### src/rtl/input_debouncer_pkg.sv
// Package for the input debouncer.
// Holds the FSM state encoding shared by the top and the bench.
// The encoding is chosen so that bit[1] is the debounced level and
// bit[1]^bit[0] marks a qualification in progress.
package input_debouncer_pkg;

  typedef enum logic [1:0] {
    S_LO    = 2'b00,
    S_LO2HI = 2'b01,
    S_HI2LO = 2'b10,
    S_HI    = 2'b11
  } state_e;

endpackage

### src/rtl/input_debouncer_if.sv
// Interface for the input debouncer.
// Signals:
//   din   raw asynchronous input       (master -> slave)
//   tick  sample enable                (master -> slave)
//   dout  debounced level              (slave -> master)
//   rise  1-cycle pulse, dout 0->1     (slave -> master)
//   fall  1-cycle pulse, dout 1->0     (slave -> master)
//   busy  change being qualified       (slave -> master)
interface input_debouncer_if;
  logic din;
  logic tick;
  logic dout;
  logic rise;
  logic fall;
  logic busy;

  modport master (output din, tick, input dout, rise, fall, busy);
  modport slave  (input din, tick, output dout, rise, fall, busy);
endinterface

### src/rtl/input_debouncer_sync_chain.sv
// N-flop synchroniser with asynchronous active-low clear to 0.
// Ports:
//   clk  clock, rising edge
//   rst  asynchronous active-low clear
//   i_d  asynchronous input
//   o_q  synchronised output (last stage)
module sync_chain #(
  parameter int STAGES = 2
) (
  input  logic clk,
  input  logic rst,
  input  logic i_d,
  output logic o_q
);

  logic [STAGES-1:0] r_sync;

  always_ff @(posedge clk or negedge rst) begin
    if (!rst) r_sync <= '0;
    else      r_sync <= {r_sync[STAGES-2:0], i_d};
  end

  assign o_q = r_sync[STAGES-1];

endmodule

### src/rtl/input_debouncer.sv
// Debouncer: synchronises a bouncy raw input, then requires STABLE_CNT
// consecutive ticks of a new level before the debounced output follows.
// Provides registered rise/fall pulses and a busy flag.
// Ports:
//   clk  clock, rising edge
//   rst  asynchronous active-low reset
//   bus  input_debouncer_if.slave: din, tick in; dout, rise, fall, busy out
module input_debouncer
  import input_debouncer_pkg::*;
#(
  parameter int SYNC_STAGES = 2,
  parameter int STABLE_CNT  = 4
) (
  input  logic                clk,
  input  logic                rst,
  input_debouncer_if.slave    bus
);

  localparam int               CNT_W   = $clog2(STABLE_CNT + 1);
  localparam logic [CNT_W-1:0] CNT_MAX = CNT_W'(STABLE_CNT - 1);

  logic             w_din_s;
  state_e           r_state, w_state_nx;
  logic [CNT_W-1:0] r_cnt, w_cnt_nx;
  logic             r_dout, r_rise, r_fall, r_busy;

  sync_chain #(.STAGES(SYNC_STAGES)) u_sync (
    .clk (clk),
    .rst (rst),
    .i_d (bus.din),
    .o_q (w_din_s)
  );

  // A din_s back at the current level aborts regardless of tick; only
  // qualifying ticks advance the counter.
  always_comb begin
    w_state_nx = r_state;
    w_cnt_nx   = r_cnt;
    case (r_state)
      S_LO: if (w_din_s) begin
        w_state_nx = S_LO2HI;
        w_cnt_nx   = '0;
      end
      S_LO2HI: begin
        if (!w_din_s) begin
          w_state_nx = S_LO;
          w_cnt_nx   = '0;
        end else if (bus.tick) begin
          if (r_cnt == CNT_MAX) begin
            w_state_nx = S_HI;
            w_cnt_nx   = '0;
          end else begin
            w_cnt_nx = r_cnt + 1'b1;
          end
        end
      end
      S_HI: if (!w_din_s) begin
        w_state_nx = S_HI2LO;
        w_cnt_nx   = '0;
      end
      S_HI2LO: begin
        if (w_din_s) begin
          w_state_nx = S_HI;
          w_cnt_nx   = '0;
        end else if (bus.tick) begin
          if (r_cnt == CNT_MAX) begin
            w_state_nx = S_LO;
            w_cnt_nx   = '0;
          end else begin
            w_cnt_nx = r_cnt + 1'b1;
          end
        end
      end
      default: begin
        w_state_nx = S_LO;
        w_cnt_nx   = '0;
      end
    endcase
  end

  // Outputs are decoded from the next state so they land in the same
  // cycle as the state they describe, while still coming from flops.
  always_ff @(posedge clk or negedge rst) begin
    if (!rst) begin
      r_state <= S_LO;
      r_cnt   <= '0;
      r_dout  <= 1'b0;
      r_rise  <= 1'b0;
      r_fall  <= 1'b0;
      r_busy  <= 1'b0;
    end else begin
      r_state <= w_state_nx;
      r_cnt   <= w_cnt_nx;
      r_dout  <= w_state_nx[1];
      r_busy  <= w_state_nx[1] ^ w_state_nx[0];
      r_rise  <= (r_state == S_LO2HI) && (w_state_nx == S_HI);
      r_fall  <= (r_state == S_HI2LO) && (w_state_nx == S_LO);
    end
  end

  assign bus.dout = r_dout;
  assign bus.rise = r_rise;
  assign bus.fall = r_fall;
  assign bus.busy = r_busy;

endmodule

### src/flat_wrapper.sv
// flat-port wrapper written by rule: the top's interface ports become plain ports
module input_debouncer_flat import input_debouncer_pkg::*;
#(
  parameter int SYNC_STAGES = 2,
  parameter int STABLE_CNT  = 4
)
  (clk, rst, bus_din, bus_tick, bus_dout, bus_rise, bus_fall, bus_busy);
  input_debouncer_if bus_i ();
  input  logic clk;
  input  logic rst;
  input wire logic [$bits(bus_i.din)-1:0] bus_din;
  input wire logic [$bits(bus_i.tick)-1:0] bus_tick;
  output wire logic [$bits(bus_i.dout)-1:0] bus_dout;
  output wire logic [$bits(bus_i.rise)-1:0] bus_rise;
  output wire logic [$bits(bus_i.fall)-1:0] bus_fall;
  output wire logic [$bits(bus_i.busy)-1:0] bus_busy;
  assign bus_i.din = bus_din;
  assign bus_i.tick = bus_tick;
  assign bus_dout = bus_i.dout;
  assign bus_rise = bus_i.rise;
  assign bus_fall = bus_i.fall;
  assign bus_busy = bus_i.busy;
  input_debouncer #(.SYNC_STAGES(SYNC_STAGES), .STABLE_CNT(STABLE_CNT)) u_core (.clk(clk), .rst(rst), .bus(bus_i));
endmodule
### config.mk
export PLATFORM = sky130hd
export DESIGN_NAME = input_debouncer_flat
export DESIGN_NICKNAME = d
export VERILOG_FILES = /design/src/rtl/input_debouncer_pkg.sv /design/src/rtl/input_debouncer_if.sv /design/src/rtl/input_debouncer_sync_chain.sv /design/src/rtl/input_debouncer.sv /design/src/flat_wrapper.sv
export SDC_FILE = /design/constraint.sdc
export NUM_CORES = 1
export LEC_CHECK = 0
export CORE_AREA = 2 2 39 41
export CTS_CLUSTER_DIAMETER = 50
export DETAILED_ROUTE_END_ITERATION = 16
export DIE_AREA = 0 0 41 43
export PLACE_DENSITY = 0.74
export SYNTH_ARGS = -nofsm -noshare
export SYNTH_HDL_FRONTEND = slang
export SYNTH_SLANG_ARGS = --single-unit
### constraint.sdc
create_clock -name clk -period 2 [get_ports clk]
set_clock_uncertainty 0.15 [all_clocks]
set_input_delay 0.5 -clock clk [delete_from_list [all_inputs] [get_ports clk]]
set_output_delay 0.5 -clock clk [all_outputs]
set_load 0.02 [all_outputs]
# == Word level (Yosys, flattened, before mapping) ==
# Cells that the tools add are included.
# totals
wordCells,37
in_bits,4
out_inout_bits,4
ff_bits,11
# op_classes
eq_ne,7
addsub,1
muxes,16
bitwise,1
reduce_logical,5
# ops
op,count
$mux W3,6
$mux W2,8
$pmux W3 S4,1
$pmux W2 S4,1
$eq A2 B2 Y1 const B,3
$logic_not A2 Y1,2
$ne A2 B2 Y1 const B,2
$add A3 B1 Y3 const B,1
$eq A3 B2 Y1 const B,1
$eq A2 B1 Y1 const B,1
$logic_and A1 B1 Y1,2
$reduce_and A2 Y1,1
$xor A1 B1 Y1,1

# == Longest topological paths before layout ==
# depth
depth_word,7
mapped_depth,7
mapped_depth_nobuf,7

# == By module ==
# Synthesis repeated with hierarchy kept, for this count alone.
# hier_totals
cells_unflattened,53
area_unflattened_um2,591.8
# by_module_without_submodules
module,instances,cells_each,area_each_um2,seq_area_each_um2
input_debouncer,1,51,541.8,200.2
sync_chain,1,2,50.0,50.0

# == Worst setup path before layout ==
# OpenSTA, ideal clock, no wires.
# synth_path
path_type,register to register
from,"register, netlist name u_core.bus.dout"
to,"register u_core.r_rise, in the netlist u_core.bus.rise"
stages_incl_launch_ff,8
setup_slack_ps,18
t_arrival_ps,1713
synth_period_minus_slack_ps,1982
n_path_buf,0
t_required_ps,1731
setup_ps,119
cell_sequence,dfrtp_1 -> inv_1 -> ha_1 -> and4b_1 -> o22a_1 -> o21a_1 -> ha_1 -> and2_1
# synth_rtl
item,line,rtl
to (signal assigned),input_debouncer.sv:96,r_rise <= (r_state == S_LO2HI) && (w_state_nx == S_HI);
to (decl),input_debouncer.sv:25,"logic r_dout, r_rise, r_fall, r_busy;"

==> impl_metrics.toml <==
[sta]
slew_headroom = 0.699
worstMarginPinSlew_ns = 0.450
finalCritPeriodShare = 0.933
layout_setup_ws_ns = 0.135
rsz0062_at_grt = "no"
max_freq_mhz = 536
slew_violations = 0
setup_viol_count_final = 0
hold_slack_ns = 0.213
finalHoldViolCount = 0
period_minus_slack_ns = 1.87

[detailed_routing]
top_layer = "met4"
vias = 475
drt_wl_total_um = 1120
first_pass_iters = 4
post-route-drc-count = 0
wirelength_met1_um = 513
drt_iter0_markers = 14
wl_met2_um = 511
ant_nets = 0
viasPerCell = 5.59
avgRoutedWirePerCell_um = 13.1
wl_met3_um = 77

[clock_network]
insertion_delay_ns = 0.27
ctsHoldBuffers = 0
clockBufferDepth = 2
cts_tree = "yes"
post-cts-setup-buffer-count = 0
htree_levels = 1
cts_buffers = 3
clk_pin_slew_ns = 0.07
clock-sinks = 10
clock_tree.root_cell = "clkbuf_4"

[placed_design]
place_ws_ns = -0.133
io_buffers = 7
dp_hpwl_um = 866
place.gp.congestion = 0.829
dp_cells = 81

[floorplan]
die_area_um2 = 1760
dieHeight_um = 43
io_pins = 8
core_area_um2 = 1380
die_x_um = 41
start_util = 0.449
rows = 14

[worst_setup_path]
critPathKind = "register to register"
cp-end-kind = "register"
worst-r2r-setup-slack_ns = 0.13
critPathRequiredTime_ns = 2.02
reg2reg_depth = 6
reg2reg_from = "u_core.bus.dout"
critPathMaxFanout = 5
startpoint_type = "register"
reg2reg_to = "u_core.bus.rise"
critPathArrivalTime_ns = 1.88

[hold_path]
holdPathStages = 0
min_from = "u_core.u_sync.r_sync[0]"
hold_end = "u_core.u_sync.r_sync[1]"
hold_class = "register to register"

[synth]
synth.distinct_cells = 25
avgSynthCellArea_um2 = 10.9
ys_seq_elements = 10
syn_inst = 57
syn-num-nets = 68
seq_area_frac_synth = 0.402
synth_area_um2 = 622
yosysWarnings = 0

[global_routing]
grt_start_max_net_pins = 12
grt_pass1_vias = 430
grtUsageTotal = 0.161
grt_antenna_before_repair = 0
grt_pass1_wl_um = 1870
gr-total-overflow = 0

[run_status]
status = "finished clean"

[cells_and_area]
utilization = 0.544
layout-drive-gt1-share = 0.145
nets = 81
n_antenna_cell = 0
areaGrowthSynthToFinish_pct = 21.1
instances_no_fill = 85

[pwr]
p_per_area_nw_per_um2 = 1300
total_power_uw = 981
vdd_ir_drop_max_mv = 0.879
p_leak_nw = 0.350

[run]
max_cap_viol_count = 0
[kinds of logic after synthesis]
group,count (synthesis),synth area share
AO/OA/AOI/OAI,16,0.165
adder cells (fa/ha/maj),7,0.141
buffers and inverters,5,0.0422
flip-flops,10,0.402
multiplexers,4,0.0805
AND/OR/NAND/NOR,15,0.169
[per-layer routing]
metal	up-vias	track usage
met3	2	0.0785
met4	0	0.0600
met2	15	0.241
met5	-	0
li1	234	-
met1	224	0.191
[worst max path at each step]
stage                                from               to  slack, ns  cells after the start
after floorplan           u_core.bus.dout  u_core.bus.rise       0.02                      7
final                     u_core.bus.dout  u_core.bus.rise       0.13                      6
after global routing      u_core.bus.dout  u_core.bus.rise       0.02                      6
after global placement           bus_tick  u_core.bus.rise      -0.08                      6
after CTS                 u_core.bus.dout  u_core.bus.rise       0.07                      7
after detailed placement         bus_tick  u_core.bus.rise      -0.13                      6
[repair_timing]
action,in CTS,in global routing
resized for setup,1,1
cloned,0,0
endpoints found under the setup margin,1,2
endpoints found under the hold margin,0,0
[cells in the mapped netlist]
cell      count  area, um^2
o21ai_1       1        5.00
nor2_1        1        3.75
nand4b_1      1        8.76
buf_6         1        11.3
and4b_1       1        10.0
a21oi_1       3        15.0
nor4bb_1      1        10.0
o221ai_1      1        8.76
and2_1        1        6.26
o21ai_0       5        25.0
o21a_1        3        22.5
nand2b_1      2        12.5
nand3b_1      3        22.5
mux2i_1       2        20.0
nor3_1        1        5.00
mux2_4        2        30.0
o22a_1        1        8.76
dfrtp_1      10         250
and4bb_1      1        12.5
a311oi_1      1        8.76
ha_1          7        87.6
nand4_1       1        6.26
nand2_1       2        7.51
a21oi_2       1        8.76
inv_1         4        15.0
[worst max-delay path: stages, from the launching register on]
cell	delay, ns
dfrtp_1	0.42
buf_4	0.15
ha_1	0.25
o21ai_0	0.32
nand3b_1	0.13
ha_1	0.20
and2_1	0.14
[area by class of cell]
type	count	area [um^2]
fillers	124	631
multi-input cells	42	348
flip-flops and latches	10	250
repair buffers	9	83.8
clock buffers	4	36.3
well taps	16	20.0
inverters	4	15.0
[power by group]
group / switching (mW) / leakage (nW) / internal [mW]
registers: 0.0431 / 0.129 / 0.256
logic: 0.261 / 0.200 / 0.233
clock network: 0.0760 / 0.0210 / 0.111
[stage by stage]
stage	TNS, ns	instance area (um^2)
after floorplan	0	622
after global placement	-0.156	716
after detailed placement	-0.243	716
after CTS	0	751
after global routing	0	753
final	0	753
[flip-flops by register name, indices dropped and copies added, names as in the netlist]
| name | cells |
|---|---|
| u_core.bus.busy | 1 |
| u_core.bus.dout | 1 |
| u_core.bus.fall | 1 |
| u_core.bus.rise | 1 |
| u_core.r_cnt | 3 |
| u_core.r_state | 1 |
| u_core.u_sync.r_sync | 2 |
[placed cells by master (no fill, tap or decap)]
master           instances
ha_2                     1
nand4b_1                 1
nand4_1                  1
o21a_1                   3
and4b_1                  1
a21oi_1                  3
dlygate4sd2_1            1
clkbuf_8                 1
ha_1                     6
nand3b_1                 3
o221ai_1                 1
nor3_1                   1
a311oi_1                 1
clkbuf_4                 3
and4bb_1                 1
nand2_1                  2
and2_1                   1
buf_4                    2
a21oi_2                  1
nor2_1                   1
o22a_1                   1
clkdlybuf4s50_1          6
nand2b_1                 2
o21ai_1                  1
dfrtp_1                 10
inv_1                    4
o21ai_0                  5
mux2_4                   2
nor4bb_1                 1
mux2i_1                  2
Power figures use the tool's default switching activity.
